### src/rtl/dr_mem_if.sv
// dr_mem_if -- memory-bus interface stage feeding the data register (DR).
//
// Takes single read/write requests from the control unit, runs a req/ack
// handshake with memory, and on a completed read presents the word on
// dr_data together with a one-cycle dr_ld strobe (DR loads on that cycle).
// A completed write reports done only.
//
// Handshake: the strobe (mem_rd or mem_wr) rises after the edge that
// accepts a request and is held until an edge that samples mem_ack=1. That
// same edge drops the strobe, returns to IDLE and schedules a one-cycle done
// (plus dr_ld for reads) in the following cycle. Requests are only looked at
// in IDLE, and mem_ack is only looked at while waiting.
//
// Optional feature, enabled by defining DR_MEM_IF_TIMEOUT_EN:
//   an 8-bit wait counter aborts a transfer after TIMEOUT wait cycles without
//   ack (err pulses for one cycle). Without the macro the block waits forever,
//   err is tied low and no counter exists.
//
// Parameters: DW data width, AW address width, TIMEOUT abort wait (2..255).
// Ports:
//   clk, rst_n            clock (rising edge), async active-low reset
//   rd_req, wr_req        requests (read wins if both are high)
//   addr_in, wr_data      request address / write data
//   busy, done, err       status: not-IDLE, success pulse, timeout pulse
//   mem_addr, mem_wdata   latched address / write data to memory
//   mem_rd, mem_wr        strobes, held until ack
//   mem_rdata, mem_ack    memory read data and acknowledge
//   dr_data, dr_ld        registered read word and DR load strobe
module dr_mem_if #(
  parameter int DW      = 16,
  parameter int AW      = 12,
  parameter int TIMEOUT = 8
) (
  input  logic          clk,
  input  logic          rst_n,
  input  logic          rd_req,
  input  logic          wr_req,
  input  logic [AW-1:0] addr_in,
  input  logic [DW-1:0] wr_data,
  output logic          busy,
  output logic          done,
  output logic          err,
  output logic [AW-1:0] mem_addr,
  output logic          mem_rd,
  output logic          mem_wr,
  output logic [DW-1:0] mem_wdata,
  input  logic [DW-1:0] mem_rdata,
  input  logic          mem_ack,
  output logic [DW-1:0] dr_data,
  output logic          dr_ld
);

  // Elaboration-time guard: the wait counter is 8 bits wide.
  if (TIMEOUT < 2 || TIMEOUT > 255) begin : g_bad_timeout
    $error("dr_mem_if: TIMEOUT must be in 2..255");
  end

  typedef enum logic [1:0] {
    IDLE    = 2'd0,
    RD_WAIT = 2'd1,
    WR_WAIT = 2'd2
  } state_t;

  state_t        state_q, state_d;
  logic [AW-1:0] mem_addr_d;
  logic [DW-1:0] mem_wdata_d;
  logic [DW-1:0] dr_data_d;
  logic          mem_rd_d, mem_wr_d;
  logic          done_d, dr_ld_d;
  logic          timeout_hit;

`ifdef DR_MEM_IF_TIMEOUT_EN
  localparam logic [7:0] TO_LAST = 8'(TIMEOUT - 1);

  logic [7:0] wait_cnt_q, wait_cnt_d;
  logic       err_q, err_d;

  // Counter holds the number of ack-less wait edges already seen; the edge
  // that finds it at TIMEOUT-1 ends the TIMEOUT-th wait cycle.
  assign timeout_hit = (wait_cnt_q == TO_LAST);
  assign err         = err_q;
`else
  assign timeout_hit = 1'b0;
  assign err         = 1'b0;
`endif

  // busy comes straight from the state register, so it stays registered.
  assign busy = (state_q != IDLE);

  always_comb begin
    state_d     = state_q;
    mem_addr_d  = mem_addr;
    mem_wdata_d = mem_wdata;
    dr_data_d   = dr_data;
    mem_rd_d    = 1'b0;
    mem_wr_d    = 1'b0;
    done_d      = 1'b0;
    dr_ld_d     = 1'b0;
`ifdef DR_MEM_IF_TIMEOUT_EN
    wait_cnt_d  = wait_cnt_q;
    err_d       = 1'b0;
`endif

    unique case (state_q)
      IDLE: begin
        if (rd_req) begin
          // Read has priority; a simultaneous write is dropped.
          state_d    = RD_WAIT;
          mem_addr_d = addr_in;
          mem_rd_d   = 1'b1;
`ifdef DR_MEM_IF_TIMEOUT_EN
          wait_cnt_d = 8'd0;
`endif
        end else if (wr_req) begin
          state_d     = WR_WAIT;
          mem_addr_d  = addr_in;
          mem_wdata_d = wr_data;
          mem_wr_d    = 1'b1;
`ifdef DR_MEM_IF_TIMEOUT_EN
          wait_cnt_d  = 8'd0;
`endif
        end
      end

      RD_WAIT: begin
        // Ack is checked before the timeout so a late ack still completes.
        if (mem_ack) begin
          state_d   = IDLE;
          dr_data_d = mem_rdata;
          dr_ld_d   = 1'b1;
          done_d    = 1'b1;
        end else if (timeout_hit) begin
          state_d = IDLE;
`ifdef DR_MEM_IF_TIMEOUT_EN
          err_d   = 1'b1;
`endif
        end else begin
          mem_rd_d = 1'b1;
`ifdef DR_MEM_IF_TIMEOUT_EN
          wait_cnt_d = wait_cnt_q + 8'd1;
`endif
        end
      end

      WR_WAIT: begin
        if (mem_ack) begin
          state_d = IDLE;
          done_d  = 1'b1;
        end else if (timeout_hit) begin
          state_d = IDLE;
`ifdef DR_MEM_IF_TIMEOUT_EN
          err_d   = 1'b1;
`endif
        end else begin
          mem_wr_d = 1'b1;
`ifdef DR_MEM_IF_TIMEOUT_EN
          wait_cnt_d = wait_cnt_q + 8'd1;
`endif
        end
      end

      default: begin
        state_d = IDLE;
      end
    endcase
  end

  always_ff @(posedge clk or negedge rst_n) begin
    if (!rst_n) begin
      state_q   <= IDLE;
      mem_addr  <= '0;
      mem_wdata <= '0;
      dr_data   <= '0;
      mem_rd    <= 1'b0;
      mem_wr    <= 1'b0;
      done      <= 1'b0;
      dr_ld     <= 1'b0;
    end else begin
      state_q   <= state_d;
      mem_addr  <= mem_addr_d;
      mem_wdata <= mem_wdata_d;
      dr_data   <= dr_data_d;
      mem_rd    <= mem_rd_d;
      mem_wr    <= mem_wr_d;
      done      <= done_d;
      dr_ld     <= dr_ld_d;
    end
  end

`ifdef DR_MEM_IF_TIMEOUT_EN
  always_ff @(posedge clk or negedge rst_n) begin
    if (!rst_n) begin
      wait_cnt_q <= 8'd0;
      err_q      <= 1'b0;
    end else begin
      wait_cnt_q <= wait_cnt_d;
      err_q      <= err_d;
    end
  end
`endif

endmodule

### config.mk
export PLATFORM = sky130hd
export DESIGN_NAME = dr_mem_if
export DESIGN_NICKNAME = d
export VERILOG_FILES = /design/src/rtl/dr_mem_if.sv
export SDC_FILE = /design/constraint.sdc
export NUM_CORES = 1
export LEC_CHECK = 0
export CELL_PAD_IN_SITES_DETAIL_PLACEMENT = 0
export CELL_PAD_IN_SITES_GLOBAL_PLACEMENT = 1
export CORE_ASPECT_RATIO = 1.4
export CORE_MARGIN = 10
export CORE_UTILIZATION = 31
export CTS_BUF_LIST = sky130_fd_sc_hd__clkbuf_16
export DETAILED_ROUTE_END_ITERATION = 10
export PLACE_DENSITY_LB_ADDON = 0.15
export SLEW_MARGIN = 10
export SYNTH_ARGS = -nofsm -noshare
export SYNTH_HDL_FRONTEND = slang
export SYNTH_SLANG_ARGS = --single-unit
### constraint.sdc
create_clock -name clk -period 1.7 [get_ports clk]
set_input_delay 0.255 -clock clk [delete_from_list [all_inputs] [get_ports clk]]
set_output_delay 0.255 -clock clk [all_outputs]
set_load 0.005 [all_outputs]
### After elaboration in Yosys (flattened, before gate mapping)

Index checks and enable logic that the tools add are counted.
W data, S select, Z words.

* bits of input ports: 49
* register bits after elaboration: 50
* logic and storage cells: 36

* equality and inequality tests: 4
* mux-type cells: 15
* reduce and logical (&&, ||, !) cells: 8
* bitwise logic cells: 1

Operator list (number)
* $mux W12: 2
* $mux W1: 7
* $mux W2: 3
* $reduce_and A2 Y1: 3
* $pmux W1 S2: 2
* $pmux W2 S2: 1
* $reduce_bool A2 Y1: 2
* $ne A3 B3 Y1 const B: 1
* $reduce_and A3 Y1: 1
* $eq A2 B1 Y1 const B: 1
* $eq A2 B2 Y1 const B: 1
* $logic_not A2 Y1: 1
* $ne A2 B1 Y1 const B: 1
* $reduce_or A2 Y1: 1
* $not A1 Y1: 1

### Depth between registers and ports, before layout

Gate-level depths: netlist (run 1).

* depth in word-level cells: 4
* depth in mapped cells: 6
* depth with buffers taken out: 5

### Worst setup path after synthesis (run 1)

OpenSTA, ideal clock, no wires.

* kind: register to register
* from: register state_q[1]
* to: register mem_wdata[10]
* setup time: 0.125 ns
* arrival time: 1.294 ns
* data required time: 1.575 ns
* clock period less this slack: 1.420 ns
* path slack: 0.280 ns
* stages on the path, launching flop included: 6
* path buffers: 1
* cells stage by stage: dfrtp_1 > inv_1 > ha_1 > nand3b_4 > buf_6 > mux2_4

* longest elaborated chain between the ends: 2

RTL lines
* start, declared: RTL line 64 `state_t state_q, state_d;`
* start signal, assigned: RTL line 179 `state_q <= state_d;`
* $logic_not A2 Y1: RTL line 104 `unique case (state_q)`
* $reduce_and A3 Y1 (no source line)
* end signal, assigned: RTL line 181 `mem_wdata <= mem_wdata_d;`
* end, declared: RTL line 46 `output logic [DW-1:0] mem_wdata,`

Every way passes these cells.
A chain may end at the register's enable or synchronous reset.

### Worst setup path in the final report (run 1)

* from: register state_q[0]
* to: output busy

* longest elaborated chain between the ends: 1

RTL lines
* $reduce_bool A2 Y1: RTL line 88 `assign busy = (state_q != IDLE);`
* end, declared: RTL line 40 `output logic busy,`

Every way passes these cells.

==> results of run 1 <==
## cells in the mapped netlist (2+ instances only)
| master | count |
|---|---|
| nand2b_1 | 2 |
| inv_1 | 5 |
| dfrtp_1 | 50 |
| ha_1 | 4 |
| mux2_2 | 36 |
| buf_4 | 2 |
| mux2_4 | 8 |
| buf_6 | 2 |
## timing repair
item	4_1_cts	5_1_grt
buffers inserted	1	4
setup endpoints to repair	1	8
hold buffers	1	0
gates resized for setup	1	0
hold endpoints to repair	50	0
pin swaps	0	1
## metal layers
layer  part of all wire [%]  up-vias
met5                      0        -
met4                    1.2        0
met3                     13        6
met2                     47       68
met1                     38      650
li1                       -      643
## power groups by stage
stage / clock (mW) / sequential [mW] / combinational [mW]
after floorplan: 0 / 2.12 / 0.965
after global placement: 0 / 2.06 / 2.60
after detailed placement: 0 / 2.09 / 2.66
after CTS: 1.14 / 2.07 / 2.67
after global routing: 1.20 / 2.14 / 2.86
final: 1.10 / 2.07 / 2.63
## worst max-delay path, cell delays in order, from the launching register on
cell and delay (ns):
dfrtp_1 0.39, inv_1 0.13, ha_1 0.18, inv_1 0.06, dlygate4sd2_1 0.26
## cells by family after synthesis
| family | Yosys count | share of synthesized area (%) |
|---|---|---|
| flops | 50 | 62.5 |
| buf+inv | 9 | 2.81 |
| simple gates | 7 | 2.88 |
| mux | 44 | 26.3 |
| fa+ha+maj | 4 | 2.50 |
| compound gates | 8 | 2.81 |
| other cells | 1 | 0.187 |
## cell type report
class                           instances  area, sq um  area share, %
Clock buffer                            5          125           3.78
Tap cell                               72         90.1           2.72
Clock inverter                          3         37.5           1.13
Multi-Input combinational cell         64          693           21.0
Timing Repair Buffer                  107         1090           33.0
Sequential cell                        50         1250           37.8
Inverter                                5         18.8          0.567
## flip-flops by register name, indices dropped and copies added, names as in the netlist
register and flops:
mem_wr 1, dr_ld 1, done 1, mem_rd 1, mem_wdata 16, mem_addr 12, state_q 2, dr_data 16
## through the flow
stage / hold slack, ns / power [mW] / instances / instance area (sq um) / setup slack (ns)
5_1_grt: 0.519 / 6.19 / 306 / 3310 / 0.0639
3_3_place_gp: 0.263 / 4.67 / 292 / 3090 / 0.0480
2_1_floorplan: -0.0406 / 3.09 / 123 / 2000 / 0.280
4_1_cts: 0.498 / 5.88 / 302 / 3270 / 0.116
6_report: 0.472 / 5.80 / 306 / 3310 / 0.151
3_5_place_dp: 0.270 / 4.74 / 292 / 3090 / -0.00882
## final timing paths
check | endpoint | slack (ns) | cells past startpoint
min reg2reg | dr_data[15] | 0.50 | 1
max reg2reg | mem_addr[9] | 0.17 | 6
max | busy | 0.15 | 4
max in group asynchronous | mem_wr | 0.98 | 3
min | mem_wdata[10] | 0.47 | 3
min in group clk | dr_data[15] | 0.50 | 1
==> out/qor.csv, run 1 <==
stage,metric,value,unit
floorplanning,Die Span Y,115,um
timing,share of the clock period used by the worst path,91.1,%
worst_setup_path,CP arrival,1.29,ns
global_route,largest net degree at the start of global routing,51,
global_route,most crowded layer after global routing,met2,
clocking,Max H-tree Level,2,
global_route,number of global-route vias before repair,1541,
floorplanning,Core ar.,6250,sq um
drt,Final ANT Viol Nets,0,
pwr,Int Power,4.28,mW
pwr,PD cells,1750,nW/um^2
global_route,Total GRT Usage,10.7,%
synth,Mapped Area,2000,sq um
timing,f_max,646,MHz
drt,DRC,0,
global_route,GRT met2 Usage,16.7,%
finish,share of layout cells above drive strength 1,27.4,%
place,DP HPWL,4170,um
finish,"commonest cells after routing, fill and taps aside","95 x clkdlybuf4s50_1, 50 x dfrtp_1, 36 x mux2_2, 8 x mux2_4, 7 x inv_1",
worst_setup_path,r2r startpoint,state_q[0],
pwr,Clk pwr share,18.9,%
floorplanning,Rows,34,
floorplanning,# IOs,99,
clocking,root buffer cell,clkbuf_16,
synth,"FFs w/ async S/R, synth",100,%
pwr,switching part of the total,26.1,%
timing,min Tclk post-route,1.55,ns
finish,ANT cells,0,
drt,Iteration-0 DRC Markers,63,
place,routability cong.,0.798,
synth,"top cells by area, synth","dfrtp_1 63%, mux2_2 20%, mux2_4 6.0%",
finish,fillers,515,
pwr,Worst IR Drop VDD,0.000742,V
timing,"Setup violations, final",0,
finish,Total Nets Final,286,
finish,area delta synth->final,65.4,%
clocking,clk slew on worst S/H paths,0.07,ns
worst_setup_path,CP max FO,4,
synth,"area leader, netlist",dfrtp_1,
clocking,Clock Latency Late Sink,0.28,ns
timing,final slew viol count,0,
worst_setup_path,Crit. End Element,primary output,
synth,Synth Instances,123,
clocking,CTS tree,built,
worst_setup_path,critical path class,reg -> out,
drt,vias after detailed routing,1367,
floorplanning,die area,10100,sq um
synth,Unique masters post-synth,22,
finish,utilization after layout,52.9,%
floorplanning,Initial Util,32.0,%
timing,Fin Setup TNS,0,ns
synth,syn_area_per_cell,16.3,sq um
global_route,Overflow after GRT,0,
timing,final setup skew,0.00857,ns
drt,drt first pass iters,3,
drt,WL/cell,17.8,um
pwr,Seq pwr share,35.7,%
pwr,Leak,1.46,nW
clocking,clk sinks,50,
finish,"most common cell after layout, fill and taps aside",clkdlybuf4s50_1,
timing,RSZ-0062 raised after global routing,false,
synth,share of the synthesized area in the top cell type,62.5,%
clocking,CTS Buffer Depth,2,
drt,routed vias/inst,4.47,
global_route,GR Util met1,12.2,%
run_status,run status,finished clean,
synth,Mapped Nets,176,
global_route,met3 Use GR,6.23,%
pwr,combinational power share,45.4,%
synth,yosys synthesis warning count,0,
floorplanning,DIE WIDTH,87.9,um
run,MaxCap Viol Count,0,
place,number of port buffers,97,
timing,final hold vios,0,
global_route,initial antenna violation count,0,
worst_setup_path,worst endpoint required time,1.44,ns
worst_setup_path,CP Launch Point,state_q[0],
worst_hold_path,HP Class,in -> async,
synth,"Primary FF master, synth",dfrtp_1,
synth,Synth Register Bits,50,
drt,final wirelength,5430,um
worst_setup_path,crit start category,flip-flop,
global_route,first-pass GRT wire length,8430,um
synth,sequential fraction of the synthesis area,62.5,%
synth,Post-synth EDFFs,0,
clocking,TritonCTS Buffers,5,
pwr,P_sw,1.51,mW
Power figures use the tool's default switching activity.
==> inputs of run 2 (changes only) <==
==> constraint.sdc (replaced) <==
create_clock -name clk -period 1.6 [get_ports clk]
set_input_delay 0.24 -clock clk [delete_from_list [all_inputs] [get_ports clk]]
set_output_delay 0.24 -clock clk [all_outputs]
set_load 0.005 [all_outputs]
==> run 2 against run 1 <==
Against the previous run:
- routed wire length rose by 0.77%
- via count grew 2.2%
- clock skew down 0.0040 ns
- core utilization down 0.18 points
- total power increased by 4.7%
- highest routed layer unchanged
==> out/qor.csv, run 2 (synthesis results as in run 1) <==
stage,metric,value,unit,change
pwr,PD cells,1840,nW/um^2,+5.1%
global_route,Overflow after GRT,0,,unchanged
place,placed cells,295,,+1.0%
finish,footprint of the multi-input gates,693,sq um,unchanged
timing,"Setup violations, final",0,,unchanged
finish,post-route design area,3300,sq um,-0.34%
place,pre-CTS setup slack,-0.00842,ns,+0.000393 ns
worst_hold_path,HP Class,in -> async,,
finish,Seq. cell area,1250,sq um,unchanged
clocking,clk sinks,50,,unchanged
drt,Iteration-0 DRC Markers,36,,-43%
clocking,CTS Buffer Depth,2,,unchanged
global_route,first-pass GRT wire length,8740,um,+3.6%
clocking,Clock Latency Late Sink,0.28,ns,about the same
finish,Total Nets Final,285,,-0.35%
finish,share of layout cells above drive strength 1,28.3,%,+0.98 points
timing,post-route setup slack,0.0577,ns,-0.0935 ns
pwr,Leak,1.44,nW,-1.0%
worst_setup_path,worst endpoint required time,1.36,ns,-0.08 ns
worst_setup_path,Crit. End Element,primary output,,
floorplanning,Die Span Y,115,um,unchanged
finish,"Cell Count, Final, Fillers Out",305,,-0.33%
floorplanning,Rows,34,,unchanged
floorplanning,DIE WIDTH,87.9,um,unchanged
pwr,Pwr Total,6.07,mW,+4.7%
run_status,run status,finished clean,,
timing,final setup skew,0.00454,ns,-0.00403 ns
clocking,clk slew on worst S/H paths,0.07,ns,about the same
floorplanning,Core ar.,6250,sq um,unchanged
worst_setup_path,critical path class,reg -> out,,
place,number of port buffers,97,,unchanged
clocking,CTS tree,built,,
clocking,root buffer cell,clkbuf_16,,
floorplanning,die area,10100,sq um,unchanged
worst_setup_path,CP max FO,4,,unchanged
drt,Final ANT Viol Nets,0,,unchanged
finish,ANT cells,0,,unchanged
clocking,Max H-tree Level,2,,unchanged
timing,final hold vios,0,,unchanged
global_route,Total GRT Usage,11.0,%,+0.26 points
drt,vias after detailed routing,1397,,+2.2%
run,MaxCap Viol Count,0,,unchanged
finish,fillers,532,,+3.3%
finish,"commonest cells after routing, fill and taps aside","95 x clkdlybuf4s50_1, 50 x dfrtp_1, 36 x mux2_2, 8 x mux2_4",,
finish,area delta synth->final,64.8,%,
clocking,TritonCTS Buffers,5,,unchanged
floorplanning,# IOs,99,,unchanged
timing,final slew viol count,0,,unchanged
pwr,Worst IR Drop VDD,0.000753,V,+1.5%
drt,routed vias/inst,4.58,,+2.5%
timing,min Tclk post-route,1.54,ns,
finish,"most common cell after layout, fill and taps aside",clkdlybuf4s50_1,,
place,DP HPWL,4360,um,+4.4%
global_route,largest net degree at the start of global routing,51,,unchanged
timing,f_max,648,MHz,
timing,RSZ-0062 raised after global routing,false,,
global_route,initial antenna violation count,0,,unchanged
drt,drt first pass iters,4,,+1
worst_setup_path,crit start category,flip-flop,,
timing,share of the clock period used by the worst path,96.4,%,
finish,Largest regs,"dr_data: 16 flops, mem_wdata: 16 flops, mem_addr: 12 flops",,
place,routability cong.,0.829,,+4.0%
floorplanning,Initial Util,32.0,%,unchanged
drt,WL/cell,17.9,um,+1.1%
worst_setup_path,CP arrival,1.30,ns,about the same
place,placed inst area,3130,sq um,+1.5%
drt,final wirelength,5470,um,+0.77%
global_route,number of global-route vias before repair,1653,,+7.3%
drt,DRC,0,,unchanged
[run 2: changes by cell type in the layout (fill, tap and decap cells not counted), sizes merged]
cell,change
clkinv,+2
inv,-2
buf,-1
bufinv,-1
clkinvlp,+1
[run 2: report_power, final]
part	internal, mW	switching [mW]	leakage [nW]
Combinational	1.93	0.888	0.776
Sequential	1.89	0.316	0.596
Clock	0.579	0.459	0.0698
[run 2: metal layers]
metal / global-route usage (%) / share of wire (%) / wire length (um)
met1: 11.7 / 36 / 1950
met2: 18.4 / 52 / 2830
met3: 5.59 / 12 / 641
met4: 3.52 / 0.90 / 49
met5: 0 / 0 / 0
[run 2: metrics by stage]
stage | hold WS (ns) | setup TNS (ns) | utilization, %
after floorplan | -0.0556 | 0 | -
final | 0.458 | 0 | 52.7
after CTS | 0.487 | 0 | 52.7
after global placement | 0.244 | 0 | 50.1
after detailed placement | 0.252 | -0.0117 | 50.1
after global routing | 0.501 | 0 | 52.7
[run 2: final timing paths]
| path | from | to | slack [ns] | cells after the start |
|---|---|---|---|---|
| worst max-delay path | state_q[1] | busy | 0.06 | 4 |
| worst min-delay path | rst_n | mem_wdata[12] | 0.46 | 3 |
| worst max register to register | state_q[1] | mem_addr[9] | 0.09 | 6 |
| worst min register to register | dr_data[12] | dr_data[12] | 0.51 | 1 |
| max in group asynchronous | rst_n | mem_addr[1] | 0.90 | 3 |
| min in group clk | dr_data[12] | dr_data[12] | 0.51 | 1 |
[run 2: layout make-up]
cell class | count | share of cell area (%)
multi-input combinational | 64 | 21.0
tap | 72 | 2.73
timing repair buffer | 106 | 33.3
sequential | 50 | 38.0
clock buffer | 5 | 3.80
clock inverter | 3 | 0.645
inverter | 5 | 0.569
[run 2: timing repair]
action,CTS,global route
hold endpoints to repair,50,0
buffers inserted,1,0
resized for setup,2,0
setup endpoints to repair,1,0
hold buffers,1,0
[run 2: worst max-delay path, cell delays in order (launching register included)]
cell and delay [ns]:
dfrtp_1 0.38, inv_1 0.14, ha_1 0.19, inv_1 0.05, dlygate4sd2_1 0.26
==> inputs of run 3 (changes only) <==
--- a/config.mk
+++ b/config.mk
@@ -5,14 +5,16 @@
 export SDC_FILE = /design/constraint.sdc
 export NUM_CORES = 1
 export LEC_CHECK = 0
+export ABC_AREA = 1
 export CELL_PAD_IN_SITES_DETAIL_PLACEMENT = 0
 export CELL_PAD_IN_SITES_GLOBAL_PLACEMENT = 1
 export CORE_ASPECT_RATIO = 1.4
 export CORE_MARGIN = 10
-export CORE_UTILIZATION = 31
+export CORE_UTILIZATION = 29
 export CTS_BUF_LIST = sky130_fd_sc_hd__clkbuf_16
 export DETAILED_ROUTE_END_ITERATION = 10
 export PLACE_DENSITY_LB_ADDON = 0.15
+export SETUP_SLACK_MARGIN = 0.1
 export SLEW_MARGIN = 10
 export SYNTH_ARGS = -nofsm -noshare
 export SYNTH_HDL_FRONTEND = slang
==> run 3 against run 2 <==
Against the previous run:
- register-to-register slack improved by 0.12 ns
- flip-flop and latch count unchanged
- final area up 1.8%
- synthesized area increased by 1.8%
- total power decreased by 4.7%
- core utilization decreased by 4.0 points
- clock-buffer cell count unchanged
- synthesized cell count increased by 83%
==> out/qor.csv, run 3 <==
stage,metric,value,unit,change
synth,Mapped Nets,278,,+58%
worst_setup_path,Max stage delay on crit path,0.39,ns,about the same
drt,Max Used Layer,met4,,
drt,Final ANT Viol Nets,0,,unchanged
finish,"most common cell after layout, fill and taps aside",nand2_1,,
drt,drt first pass iters,4,,unchanged
timing,final slew viol count,0,,unchanged
synth,Post-synth top cells,"103 x nand2_1, 50 x dfrtp_1, 18 x inv_1, 18 x nand3_1, 12 x o21ai_0",,
pwr,Worst IR Drop VDD,0.000713,V,-5.3%
clocking,clk sinks,50,,unchanged
clocking,CTS tree,built,,
synth,"FFs w/ async S/R, synth",100,%,unchanged
global_route,number of global-route vias before repair,1796,,+8.7%
floorplanning,Die Span Y,119,um,+3.5%
worst_setup_path,r2r startpoint,state_q[1],,
place,routability cong.,0.687,,-17%
drt,Iteration-0 DRC Markers,57,,+58%
timing,f_max,695,MHz,+7.2%
finish,ANT cells,0,,unchanged
synth,yosys synthesis warning count,0,,unchanged
drt,final wirelength,5690,um,+3.9%
worst_setup_path,worst endpoint required time,1.36,ns,about the same
worst_setup_path,slowest CP cell,dfrtp_1,,
worst_setup_path,critical path class,reg -> out,,
clocking,Max H-tree Level,2,,unchanged
clocking,clk slew on worst S/H paths,0.06,ns,about the same
global_route,Overflow after GRT,0,,unchanged
synth,Synth Register Bits,50,,unchanged
worst_setup_path,crit-path cells,"inv_2, ha_4, inv_1, dlygate4sd2_1",,
clocking,root buffer cell,clkbuf_16,,
timing,final hold vios,0,,unchanged
floorplanning,die area,10800,sq um,+7.0%
finish,share of layout cells above drive strength 1,8.66,%,-20 points
floorplanning,Rows,36,,+5.9%
finish,"commonest cells after routing, fill and taps aside","103 x nand2_1, 95 x clkdlybuf4s50_1, 50 x dfrtp_1, 18 x nand3_1, 17 x inv_1",,
pwr,PD cells,1720,nW/um^2,-6.3%
drt,DRC,0,,unchanged
floorplanning,Initial Util,29.5,%,-2.5 points
global_route,largest net degree at the start of global routing,51,,unchanged
drt,vias after detailed routing,1777,,+27%
clocking,Clock Latency Late Sink,0.28,ns,about the same
global_route,first-pass GRT wire length,9370,um,+7.3%
synth,syn_area_per_cell,9.05,sq um,-44%
run,MaxCap Viol Count,0,,unchanged
synth,Mapped Area,2040,sq um,+1.8%
synth,share of the synthesized area in the top cell type,61.5,%,-1.1 points
drt,routed wl met2,2670,um,-5.7%
clocking,CTS Buffer Depth,2,,unchanged
synth,most common cell in the synthesized netlist,nand2_1,,
floorplanning,# IOs,99,,unchanged
timing,"Setup violations, final",0,,unchanged
floorplanning,DIE WIDTH,90.8,um,+3.3%
synth,"Primary FF master, synth",dfrtp_1,,
finish,area delta synth->final,64.8,%,about the same
run_status,run status,finished clean,,
finish,Total Nets Final,387,,+36%
timing,final setup skew,0.00373,ns,-0.000812 ns
floorplanning,Core ar.,6890,sq um,+10%
timing,RSZ-0062 raised after global routing,false,,
worst_setup_path,CP Launch Point,state_q[1],,
drt,routed vias/inst,4.13,,-9.8%
place,number of port buffers,97,,unchanged
worst_hold_path,HP Class,in -> async,,
timing,share of the clock period used by the worst path,89.9,%,-6.4 points
worst_setup_path,CP max FO,3,,-1
synth,"area leader, netlist",dfrtp_1,,
finish,fillers,699,,+31%
synth,Post-synth EDFFs,0,,unchanged
drt,met1 WL,2370,um,+22%
global_route,Total GRT Usage,10.5,%,-0.49 points
synth,Unique masters post-synth,19,,-14%
clocking,TritonCTS Buffers,5,,unchanged
worst_setup_path,crit start category,flip-flop,,
synth,sequential fraction of the synthesis area,61.5,%,-1.1 points
finish,Largest regs,"dr_data: 16 flops, mem_wdata: 16 flops, mem_addr: 12 flops",,
global_route,initial antenna violation count,0,,unchanged
synth,"top cells by area, synth","dfrtp_1 61%, nand2_1 19%, nand3_1 4.4%",,
pwr,Leak,1.65,nW,+14%
worst_setup_path,Crit. End Element,primary output,,
drt,WL/cell,13.2,um,-26%
drt,metal3 WL,573,um,-11%
worst_setup_path,CP arrival,1.20,ns,-0.10 ns
timing,worst hold slack,0.468,ns,+0.00975 ns
timing,Fin Setup TNS,0,ns,unchanged
synth,Synth Instances,225,,+83%
timing,min Tclk post-route,1.44,ns,-0.103 ns
place,DP HPWL,4310,um,-1.1%
[run 3: worst max-delay path: cells and delay by family, from the launching register on]
family | cells | cell delay [ns]
adder cells (fa/ha/maj) | 1 | 0.14
buffers and inverters | 3 | 0.39
flip-flops | 1 | 0.39
[run 3: final timing paths]
kind / to / cells past startpoint / slack [ns]
max: busy / 4 / 0.16
min: dr_data[8] / 3 / 0.47
max reg2reg: mem_wdata[14] / 8 / 0.21
min reg2reg: mem_wdata[6] / 2 / 0.47
max in group asynchronous: mem_wdata[3] / 3 / 0.88
min in group clk: mem_wdata[6] / 2 / 0.47
[run 3: through the flow]
step | setup WS, ns | total power [mW] | utilization [%] | cells | area [sq um]
global route | 0.0941 | 6.27 | 48.7 | 430 | 3360
floorplan | 0.287 | 3.07 | - | 225 | 2040
global placement | 0.0827 | 4.72 | 45.7 | 415 | 3150
finish | 0.161 | 5.79 | 48.7 | 430 | 3360
detailed placement | 0.0359 | 4.75 | 45.7 | 415 | 3150
CTS | 0.0848 | 5.81 | 48.1 | 426 | 3310
[run 3: timing repair]
action | 4_1_cts | 5_1_grt
gates cloned | 0 | 0
endpoints found under the setup margin | 17 | 1
endpoints found under the hold margin | 50 | 0
setup buffers | 2 | 4
pin swaps | 0 | 0
resized for setup | 2 | 4
hold buffers | 1 | 0
[run 3: cell families after synthesis]
family                     share of synthesized area, %
DFF                                                61.5
buffers and inverters                              6.45
AOI/OAI and AO/OA                                  4.06
adders and majority gates                          2.46
other                                             0.184
and+or+nand+nor                                    25.4
[run 3: layout make-up]
type	instances	area [sq um]	share of cell area, %
clock buffers	5	125	3.73
clock inverters	3	12.5	0.373
inverters	19	72.6	2.16
multi-input cells	147	666	19.8
flip-flops and latches	50	1250	37.3
well taps	95	119	3.54
repair buffers	111	1110	33.1
[run 3: where the power goes]
part	internal (mW)	total [mW]	switching [mW]
Clock	0.566	1.00	0.438
Combinational	1.58	2.64	1.06
Sequential	1.85	2.14	0.284
[run 3: routing by layer]
layer / GRT usage (%) / vias to the layer above
li1: - / 900
met1: 12.0 / 808
met2: 16.6 / 64
met3: 5.53 / 5
met4: 3.24 / 0
met5: 0 / -
==> RTL change, RTL diff (settings of run 3) <==
Re-encode `state_t` (3 states) as one-hot, 3 bits wide.
--- a/src/rtl/dr_mem_if.sv
+++ b/src/rtl/dr_mem_if.sv
@@ -55,10 +55,10 @@
     $error("dr_mem_if: TIMEOUT must be in 2..255");
   end
 
-  typedef enum logic [1:0] {
-    IDLE    = 2'd0,
-    RD_WAIT = 2'd1,
-    WR_WAIT = 2'd2
+  typedef enum logic [2:0] {
+    IDLE    = 3'b001,
+    RD_WAIT = 3'b010,
+    WR_WAIT = 3'b100
   } state_t;
 
   state_t        state_q, state_d;
Function: no difference found for any inputs over 10 cycles, from zero or initial values and one cycle with rst_n low; not proved beyond that.
==> RTL change against run 3 <==
- count of clock-buffer cells in the layout unchanged
- power decreased by 2.5%
- largest power group unchanged
- final cell count decreased by 2.8%
- design area decreased by 2.6%
- area after synthesis increased by 0.43%
- sequential cell count increased by 1
- worst setup slack improved by 0.021 ns
- combinational power decreased by 6%
- core utilization decreased by 1.6 points
- first-iteration DRC count increased by 30%
- routed wire length increased by 3.1%
- maximum frequency increased by 1.5%
- sequential power increased by 2%
==> RTL change: results (changes against run 3) <==
* Signal buffers at 105 (-5.4%)
* Netlist cell types at 17 (-2)
* Multi-input gate count at 152 (+3.4%)
* Mapped Area at 0.00204 mm^2 (+0.43%)
* Worst path arrival time at 1.18 ns (-0.02 ns)
* Total GRT Usage at 10.9% (+0.37 points)
* Critical path origin: state_q[0]
* CP max-delay cell: dfstp_2
* Worst hold slack at 0.468 ns (+0.00000500 ns)
* CP Max Fanout at 5 (+2)
* Peak supply drop at 0.745 mV (+4.5%)
* Dpl hpwl at 4440 um (+3.0%)
* CP peak stage delay at 0.56 ns (+0.17 ns)
* Routability Congestion at 0.687 (about the same)
* Sequential share of power at 38.6% (+1.6 points)
* Setup WS pre-CTS at 0.0132 ns (-0.0227 ns)
* Post-Synth Adder-Cell Area at 0% (-2.5 points)
* Status: finished, final reports clean
* Syn avg cell area at 9.29 um^2 (+2.7%)
* Synth top cells by count: nand2_1 (110), dfrtp_1 (50), nand3_1 (33)
* Multi-input combinational area share at 20.3% (+0.42 points)
* Cell Area, Placed at 0.00311 mm^2 (-1.3%)
* FF-to-FF End: mem_addr[8]
* Wire per inst at 14.0 um (+6.0%)
* First-pass GRT wire length at 9670 um (+3.2%)
* Register-to-register setup slack at 0.35 ns (+0.14 ns)
* Number of clock sinks at 51 (+2.0%)
* Postcts setup bufs at 1 (-1)
* Compound-Gate Fraction of Synth Area at 0.490% (-3.6 points)
* Met2 Usage GRT at 17.5% (+0.82 points)
* Area contributors post-synth: dfrtp_1 (61%), nand2_1 (20%), nand3_1 (8.1%)
* Clock network area share at 4.17% (+0.073 points)
* Final-layout non-clock buffer area share at 31.9% (-1.2 points)
* Clock Skew at 0.00177 ns (-0.00196 ns)
* Syn_nets at 269 (-3.2%)
* Met3 Use GR at 4.53% (-1.0 points)
* Syn-to-layout area delta at 59.8%
* Final Non-Filler Cells at 418 (-2.8%)
==> RTL change: cell types whose count changed in the layout (fill, tap and decap cells not counted), moves of 3 or more <==
| cell | change |
|---|---|
| ha_1 | -3 |
| nand3_1 | +15 |
| inv_1 | -13 |
| o21ai_0 | -10 |
| buf_4 | -4 |
| nand2_1 | +6 |
==> RTL change: routing by layer <==
layer,part of all wire [%],vias to the layer above
met5,0,-
met4,1.2,0
met3,6.7,5
met2,47,63
met1,45,810
li1,-,886
==> RTL change: worst max-delay path by stage <==
stage	to	slack, ns	cells after the start
6_report	busy	0.18	2
3_5_place_dp	mem_addr[8]	0.01	6
5_1_grt	busy	0.12	2
4_1_cts	busy	0.12	2
2_1_floorplan	mem_addr[0]	0.42	6
3_3_place_gp	mem_addr[4]	0.07	6
==> RTL change: worst register-to-register path, cell delays in order, from the launching register on <==
cell and delay [ns]:
dfstp_2 0.56, nand3_4 0.11, inv_4 0.14, nand2_2 0.18, nand2_1 0.11, nand2_1 0.05
